<file path="src/rtl/mc_pkg.sv">
// Shared encodings for the multi-cycle RV32I controller: states, ALU op classes,
// ALU control codes, opcodes and datapath mux selects.
package mc_pkg;

  typedef enum logic [3:0] {
    S_FETCH    = 4'd0,
    S_DECODE   = 4'd1,
    S_MEMADR   = 4'd2,
    S_MEMREAD  = 4'd3,
    S_MEMWB    = 4'd4,
    S_MEMWRITE = 4'd5,
    S_EXECR    = 4'd6,
    S_ALUWB    = 4'd7,
    S_EXECI    = 4'd8,
    S_JAL      = 4'd9,
    S_BEQ      = 4'd10,
    S_ILLEGAL  = 4'd11
  } state_t;

  localparam logic [1:0] ALUOP_ADD  = 2'b00;
  localparam logic [1:0] ALUOP_SUB  = 2'b01;
  localparam logic [1:0] ALUOP_FUNC = 2'b10;

  localparam logic [2:0] ALU_ADD = 3'b000;
  localparam logic [2:0] ALU_SUB = 3'b001;
  localparam logic [2:0] ALU_AND = 3'b010;
  localparam logic [2:0] ALU_OR  = 3'b011;
  localparam logic [2:0] ALU_SLT = 3'b101;

  localparam logic [6:0] OP_LW   = 7'b0000011;
  localparam logic [6:0] OP_SW   = 7'b0100011;
  localparam logic [6:0] OP_R    = 7'b0110011;
  localparam logic [6:0] OP_I    = 7'b0010011;
  localparam logic [6:0] OP_BEQ  = 7'b1100011;
  localparam logic [6:0] OP_JAL  = 7'b1101111;

  localparam logic [1:0] SRCA_PC    = 2'b00;
  localparam logic [1:0] SRCA_OLDPC = 2'b01;
  localparam logic [1:0] SRCA_RS1   = 2'b10;

  localparam logic [1:0] SRCB_RS2  = 2'b00;
  localparam logic [1:0] SRCB_IMM  = 2'b01;
  localparam logic [1:0] SRCB_FOUR = 2'b10;

  localparam logic [1:0] RES_ALUOUT = 2'b00;
  localparam logic [1:0] RES_READ   = 2'b01;
  localparam logic [1:0] RES_ALURES = 2'b10;

  localparam logic [1:0] IMM_I = 2'b00;
  localparam logic [1:0] IMM_S = 2'b01;
  localparam logic [1:0] IMM_B = 2'b10;
  localparam logic [1:0] IMM_J = 2'b11;

endpackage

</file>
<file path="src/rtl/mc_alu_decoder.sv">
// Maps the FSM's ALU op class plus instruction fields to the ALU control code.
module mc_alu_decoder
  import mc_pkg::*;
(
  input  logic [1:0] aluop,
  input  logic [2:0] funct3,
  input  logic       funct7b5,
  input  logic       opb5,
  output logic [2:0] alucontrol
);

  always_comb begin
    alucontrol = ALU_ADD;
    case (aluop)
      ALUOP_SUB:  alucontrol = ALU_SUB;
      ALUOP_FUNC: begin
        case (funct3)
          // Only R-type (opb5=1) can encode sub; addi with imm[10]=1 stays add.
          3'b000:  alucontrol = (opb5 & funct7b5) ? ALU_SUB : ALU_ADD;
          3'b010:  alucontrol = ALU_SLT;
          3'b110:  alucontrol = ALU_OR;
          3'b111:  alucontrol = ALU_AND;
          default: alucontrol = ALU_ADD;
        endcase
      end
      default:    alucontrol = ALU_ADD;
    endcase
  end

endmodule

</file>
<file path="src/rtl/multicycle_controller.sv">
// Moore control FSM for the shared-datapath multi-cycle RV32I subset core:
// per-state selects/enables, memory-ready stalls, retire counter, sticky trap.
module multicycle_controller
  import mc_pkg::*;
#(
  parameter int unsigned CNT_W = 32
) (
  input  logic             clk,
  input  logic             rst,
  input  logic [6:0]       Op,
  input  logic [2:0]       funct3,
  input  logic [6:0]       funct7,
  input  logic             Zero,
  input  logic             mem_ready,
  output logic             PCWrite,
  output logic             AdrSrc,
  output logic             MemWrite,
  output logic             IRWrite,
  output logic [1:0]       ResultSrc,
  output logic [1:0]       ALUSrcA,
  output logic [1:0]       ALUSrcB,
  output logic [1:0]       ImmSrc,
  output logic             RegWrite,
  output logic [2:0]       ALUControl,
  output logic             trap,
  output logic [CNT_W-1:0] instret,
  output logic [3:0]       state
);

  state_t     cur, nxt;
  logic       pcupdate, branch, retire;
  logic       irwrite_s, regwrite_s, memwrite_s;
  logic [1:0] aluop;
  logic       unused_funct7;

  assign unused_funct7 = ^{funct7[6], funct7[4:0]};

  always_comb begin
    nxt        = cur;
    retire     = 1'b0;
    pcupdate   = 1'b0;
    branch     = 1'b0;
    AdrSrc     = 1'b0;
    memwrite_s = 1'b0;
    irwrite_s  = 1'b0;
    regwrite_s = 1'b0;
    ResultSrc  = RES_ALUOUT;
    ALUSrcA    = SRCA_PC;
    ALUSrcB    = SRCB_RS2;
    aluop      = ALUOP_ADD;
    case (cur)
      S_FETCH: begin
        ALUSrcB   = SRCB_FOUR;
        ResultSrc = RES_ALURES;
        if (mem_ready) begin
          irwrite_s = 1'b1;
          pcupdate  = 1'b1;
          nxt       = S_DECODE;
        end
      end
      S_DECODE: begin
        ALUSrcA = SRCA_OLDPC;
        ALUSrcB = SRCB_IMM;
        case (Op)
          OP_LW, OP_SW: nxt = S_MEMADR;
          OP_R:         nxt = S_EXECR;
          OP_I:         nxt = S_EXECI;
          OP_JAL:       nxt = S_JAL;
          OP_BEQ:       nxt = S_BEQ;
          default:      nxt = S_ILLEGAL;
        endcase
      end
      S_MEMADR: begin
        ALUSrcA = SRCA_RS1;
        ALUSrcB = SRCB_IMM;
        nxt     = Op[5] ? S_MEMWRITE : S_MEMREAD;
      end
      S_MEMREAD: begin
        AdrSrc = 1'b1;
        if (mem_ready) nxt = S_MEMWB;
      end
      S_MEMWB: begin
        ResultSrc  = RES_READ;
        regwrite_s = 1'b1;
        nxt        = S_FETCH;
        retire     = 1'b1;
      end
      S_MEMWRITE: begin
        AdrSrc     = 1'b1;
        memwrite_s = 1'b1;
        if (mem_ready) begin
          nxt    = S_FETCH;
          retire = 1'b1;
        end
      end
      S_EXECR: begin
        ALUSrcA = SRCA_RS1;
        aluop   = ALUOP_FUNC;
        nxt     = S_ALUWB;
      end
      S_EXECI: begin
        ALUSrcA = SRCA_RS1;
        ALUSrcB = SRCB_IMM;
        aluop   = ALUOP_FUNC;
        nxt     = S_ALUWB;
      end
      S_JAL: begin
        ALUSrcA  = SRCA_OLDPC;
        ALUSrcB  = SRCB_FOUR;
        pcupdate = 1'b1;
        nxt      = S_ALUWB;
      end
      S_ALUWB: begin
        regwrite_s = 1'b1;
        nxt        = S_FETCH;
        retire     = 1'b1;
      end
      S_BEQ: begin
        ALUSrcA = SRCA_RS1;
        aluop   = ALUOP_SUB;
        branch  = 1'b1;
        nxt     = S_FETCH;
        retire  = 1'b1;
      end
      S_ILLEGAL: nxt = S_ILLEGAL;
      default:   nxt = S_ILLEGAL;
    endcase
  end

  always_comb begin
    case (Op)
      OP_SW:   ImmSrc = IMM_S;
      OP_BEQ:  ImmSrc = IMM_B;
      OP_JAL:  ImmSrc = IMM_J;
      default: ImmSrc = IMM_I;
    endcase
  end

  mc_alu_decoder u_alu_dec (
    .aluop      (aluop),
    .funct3     (funct3),
    .funct7b5   (funct7[5]),
    .opb5       (Op[5]),
    .alucontrol (ALUControl)
  );

  // Write enables are gated by rst so nothing architectural moves during reset.
  assign PCWrite  = (pcupdate | (branch & Zero)) & ~rst;
  assign IRWrite  = irwrite_s & ~rst;
  assign RegWrite = regwrite_s & ~rst;
  assign MemWrite = memwrite_s & ~rst;
  assign state    = cur;

  always_ff @(posedge clk) begin
    if (rst) begin
      cur     <= S_FETCH;
      instret <= '0;
      trap    <= 1'b0;
    end else begin
      cur <= nxt;
      if (retire) instret <= instret + CNT_W'(1);
      if (nxt == S_ILLEGAL) trap <= 1'b1;
    end
  end

endmodule

</file>
<file path="config.mk">
export PLATFORM = sky130hd
export DESIGN_NAME = multicycle_controller
export DESIGN_NICKNAME = d
export VERILOG_FILES = /design/src/rtl/mc_pkg.sv /design/src/rtl/mc_alu_decoder.sv /design/src/rtl/multicycle_controller.sv
export SDC_FILE = /design/constraint.sdc
export NUM_CORES = 1
export LEC_CHECK = 0
export ABC_AREA = 1
export CORE_ASPECT_RATIO = 1.4
export CORE_UTILIZATION = 48
export DETAILED_ROUTE_END_ITERATION = 10
export PLACE_DENSITY = 0.81
export SLEW_MARGIN = 20
export SYNTH_ARGS = -nofsm -noshare
export SYNTH_HDL_FRONTEND = slang
export SYNTH_SLANG_ARGS = --single-unit
</file>
<file path="constraint.sdc">
create_clock -name clk -period 2.34 [get_ports clk]
set_input_delay 0.468 -clock clk [delete_from_list [all_inputs] [get_ports clk]]
set_output_delay 0.468 -clock clk [all_outputs]
set_load 0.02 [all_outputs]
</file>
Word level (Yosys, flattened, before mapping)
Index checks and enable logic that the tools add are counted.
{"block": "word_totals", "latch_bits": 0, "mem_count": 0, "romBits": 0, "mem_bits_rw": 0, "regBits": 37}
{"block": "classes", "n_div": 0, "n_eq_ne": 22, "bitwise": 8, "reduce_logical": 12, "multipliers": 0, "magnitude_cmp": 0, "shifts": 0, "add_sub_neg": 1, "muxes": 22}
{"cell": "$add 32x1->32 const B", "n": 1}
{"cell": "$pmux 4 s7", "n": 1}
{"cell": "$pmux 4 s5", "n": 1}
{"cell": "$eq 4x3->1 const B", "n": 4}
{"cell": "$eq 4x4->1 const B", "n": 4}
{"cell": "$pmux 2 s2", "n": 4}
{"cell": "$eq 7x6->1 const B", "n": 2}
{"cell": "$eq 7x7->1 const B", "n": 2}
{"cell": "$mux 4", "n": 3}
{"cell": "$pmux 3 s4", "n": 1}
{"cell": "$reduce_or 2->1", "n": 6}
{"cell": "$reduce_or 3->1", "n": 3}
{"cell": "$eq 4x2->1 const B", "n": 2}
{"cell": "$eq 7x2->1 const B", "n": 1}
{"cell": "$eq 7x5->1 const B", "n": 1}
{"cell": "$mux 1", "n": 7}
{"cell": "$and 1x1->1", "n": 6}
{"cell": "$eq 3x3->1 const B", "n": 2}
{"cell": "$pmux 2 s3", "n": 1}
{"cell": "$pmux 3 s2", "n": 1}
{"cell": "$eq 4x1->1 const B", "n": 1}
{"cell": "$logic_not 4->1", "n": 1}
{"cell": "$pmux 1 s2", "n": 2}
{"cell": "$reduce_or 4->1", "n": 1}
{"cell": "other kinds (7)", "n": 7}

Logic depth before layout (Yosys ltp)
{"block": "logic_depth", "word_depth": 5, "depth_mapped": 12, "depth_no_buf": 11}

Modules after synthesis
From an unflattened synthesis, not the netlist that was laid out.
{"block": "hier_totals", "cells_unflattened": 437, "hier_area_um2": 2576.2}
{"mod": "multicycle_controller", "cells_each": 420, "seq_area_each_um2": 740.7, "area_per_inst_um2": 2484.9, "n_inst": 1}
{"mod": "mc_alu_decoder", "cells_each": 17, "seq_area_each_um2": 0.0, "area_per_inst_um2": 91.3, "n_inst": 1}

Least setup slack after synthesis
OpenSTA, ideal clock, no wires.
{"block": "synth_timing", "kind": "register -> output", "from": "reg cur[3] (netlist: state[3])", "to": "out ALUControl[0]", "arrival_ns": 1.808, "required_ns": 1.872, "stages_incl_launch_ff": 9, "n_path_buf": 0, "path_slack_ns": 0.064, "path_cell_list": "dfxtp_1 > inv_1 > nor2_1 > nand2_1 > nand2_1 > ha_1 > nand2_1 > or2_2 > a31oi_1"}
{"block": "synth_via", "elab_chain_len": 5, "word_cells_on_any_way": 8, "classes_between": "eq/ne (5); mux (2); reduce/logical (1)"}
{"element": "start: declaration", "line_no": "multicycle_controller.sv:30", "rtl": "state_t cur, nxt;"}
{"element": "start signal: assignment", "line_no": "multicycle_controller.sv:160", "rtl": "cur <= nxt;"}
{"element": "$eq 4x4->1 or $eq 4x3->1 (tied branches)", "line_no": "multicycle_controller.sv:51", "rtl": "case (cur)"}
{"element": "$reduce_or 2->1 (no line)"}
{"element": "$pmux 2 s2 (*)", "line_no": "multicycle_controller.sv:51"}
{"element": "$eq 2x2->1 or $eq 2x1->1 (tied branches)", "line_no": "mc_alu_decoder.sv:14", "rtl": "case (aluop)"}
{"element": "$pmux 3 s2 (*)", "line_no": "mc_alu_decoder.sv:14"}
{"element": "end: declaration", "line_no": "multicycle_controller.sv:24", "rtl": "output logic [2:0] ALUControl,"}
Mark *: on every way between the ends. The rest lies on a longest branch, timed or not.

Worst setup path after layout
Ends and elaborated chain as after synthesis.

==> flow_metrics.py <==
metrics = {
    "synth": {
        "synth-compound-area-share_pct": 10.4,
        "avgSynthCellArea_um2": 5.78,
        "ys.flop_type": "dfxtp_1",
        "netlist_top_cells_area": "dfxtp_1 (30%), nand2_1 (23%), nor2_1 (9.7%), inv_1 (7.8%), a21oi_1 (6.4%)",
        "async_flop_share_pct": 0,
        "syn_nets": 458,
        "yosys.area.top_type": "dfxtp_1",
        "synth-seq-cells": 37,
        "synth-edff-count": 0,
        "ys_types": 29,
        "syn-instance-count": 434,
        "synthMuxAreaShare_pct": 0,
        "synth_top_family_by_area": "simple AND/OR/NAND/NOR gates",
        "synth_xor_area_share_pct": 2.09,
        "yosys.area_share.adder_pct": 1.50,
        "synth_top_area_share_pct": 29.5,
        "synth_area_um2": 2510,
        "synth-simple-area-share_pct": 46.3,
        "yosysSeqAreaShare_pct": 29.5,
        "yosys_warnings": 0,
    },
    "clocking": {
        "clockBufferDepth": 2,
        "clock-sinks": 37,
        "cts_tree": "done",
        "path_clk_slew_ns": 0.08,
        "cts-htree-levels": 2,
        "cts_root_buf": "clkbuf_8",
        "hold_buffers": 0,
        "clock_latency_ns": 0.30,
        "cts_made_buffers": 5,
    },
    "grt": {
        "grt_use_total_pct": 29.2,
        "grt_overflow": 0,
        "antenna_found_initial": 0,
        "grt_pass1_vias": 2999,
        "grt_pass1_wl_mm": 12.7,
        "grt_start_max_net_pins": 28,
    },
    "power_and_ir_drop": {
        "p_leak_nw": 1.55,
        "p_total_mw": 2.41,
        "power_density_nw_per_um2": 674,
        "ir_drop_v": 0.000746,
    },
    "timing": {
        "max-slew-margin-rel_pct": 75.6,
        "tightestPinTransition_ns": 0.362,
        "fin_crit_sh_pct": 99.4,
        "setup_tns_ns": 0,
        "setup_viol": 0,
        "hold_viol": 0,
        "fmaxAchievable_mhz": 430,
        "fin_hold_ws_ns": 0.458,
        "slew_violations": 0,
        "rsz0062_at_grt": "yes",
        "finalCriticalPeriod_ns": 2.33,
        "fin_skew_ns": 0.0133,
    },
    "floorplan": {
        "ioPinCount": 74,
        "rows": 30,
        "die_x_um": 63.1,
        "die_h_um": 87.5,
        "initial_core_util_pct": 50.6,
        "core_area_um2": 4950,
        "die_area_um2": 5520,
    },
    "critical_path": {
        "crit_type": "reg2out",
        "crit_path_end_kind": "output pin",
        "startpoint_type": "flop",
        "worstPathRequired_ns": 1.87,
        "path_max_fanout": 3,
        "cp.arrival_ns": 1.86,
    },
    "routing": {
        "dr.pass1.iters": 4,
        "routed_wl_mm": 7.53,
        "wl_per_cell_um": 12.6,
        "viasPerCell": 5.15,
        "ant_nets": 0,
        "drc": 0,
        "drt_iter0_drc": 162,
        "vias": 3070,
    },
    "place": {
        "port_buffers": 67,
        "dp_hpwl_mm": 5.72,
        "dp_cells": 587,
        "gp_congestion": 0.973,
    },
    "hold_path": {
        "hp-class": "reg2reg",
    },
    "final_layout": {
        "drive_gt1_share_pct": 12.8,
        "antenna_cells": 0,
        "final_net_count": 555,
        "area_growth_syn_to_layout_pct": 42.5,
        "layout_commonest_cell": "nand2_1",
        "fillers": 455,
        "final_cells": 596,
        "final_cell_mix": "nand2_1 (151), nor2_1 (62), clkdlybuf4s50_1 (53)",
    },
    "run": {
        "drv_cap": 0,
    },
    "status": {
        "run_status": "finished clean",
    },
}
cell type report:
class | instances | area (um^2) | share of cell area, %
repair buffers | 98 | 882 | 24.7
well taps | 64 | 80.1 | 2.24
clock inverters | 3 | 46.3 | 1.30
clock buffers | 5 | 68.8 | 1.93
inverters | 56 | 210 | 5.88
multi-input cells | 333 | 1540 | 43.1
flip-flops and latches | 37 | 746 | 20.9
flip-flops by register name, indices dropped and copies added, names as in the netlist:
register	count
trap	1
state	4
instret	32
cell families (layout without fill, tap and decap cells):
group / after synthesis / count (layout)
simple gates: 274 / 274
buf+inv: 64 / 162
compound gates: 50 / 50
flops: 37 / 37
xor+xnor: 6 / 6
fa+ha+maj: 3 / 3
cells in the mapped netlist (all sizes together) (4+ instances only):
cell type  count
dfxtp         37
nand2        153
o21ai         13
inv           55
xor2           4
buf            4
nor3           9
nand3         23
nor2          70
clkbuf         4
a21oi         32
nand4          8
nand3b         8
routing by layer:
metal | track usage, % | wire length (um)
met4 | 20.5 | 310
met2 | 55.8 | 4010
met5 | 0 | 0
met3 | 5.60 | 358
met1 | 27.9 | 2850
worst paths after layout:
path                                               from  cells past startpoint  slack (ns)                        to
worst max-delay path                state[3]$_SDFF_PP0_                      9        0.01             ALUControl[0]
worst min-delay path                  trap$_SDFFE_PP0N_                      2        0.46         trap$_SDFFE_PP0N_
worst max register to register  instret[0]$_SDFFE_PP0P_                     10        0.46  instret[12]$_SDFFE_PP0P_
worst min register to register        trap$_SDFFE_PP0N_                      2        0.46         trap$_SDFFE_PP0N_
repair_timing:
action                                  CTS  global route
buffers inserted                          0             1
resized for setup                        26            20
endpoints found under the setup margin    9            11
hold endpoints to repair                  0             0
pin swaps                                 0             2
critical path, stage by stage (launching register included):
cell,delay (ns)
dfxtp_2,0.36
inv_1,0.07
nor2_2,0.10
nand2_1,0.09
nand2_2,0.13
ha_4,0.14
nand2_1,0.06
or2_2,0.29
a31oi_1,0.15
buf_2,0.19
report_power, final:
group,total [mW],switching [mW],internal [mW]
Combinational,1.12,0.641,0.480
Sequential,0.713,0.0413,0.672
Clock,0.576,0.257,0.319
Total,2.41,0.939,1.47
through the flow:
step | setup slack (ns) | utilization (%) | area, um^2
CTS | -0.0712 | 71.5 | 3540
global route | -0.114 | 72.1 | 3570
finish | 0.0148 | 72.1 | 3570
detailed placement | -0.206 | 69.4 | 3440
floorplan | 0.0636 | - | 2510
global placement | -0.169 | 69.4 | 3440
(Power assumes the default switching activity.)
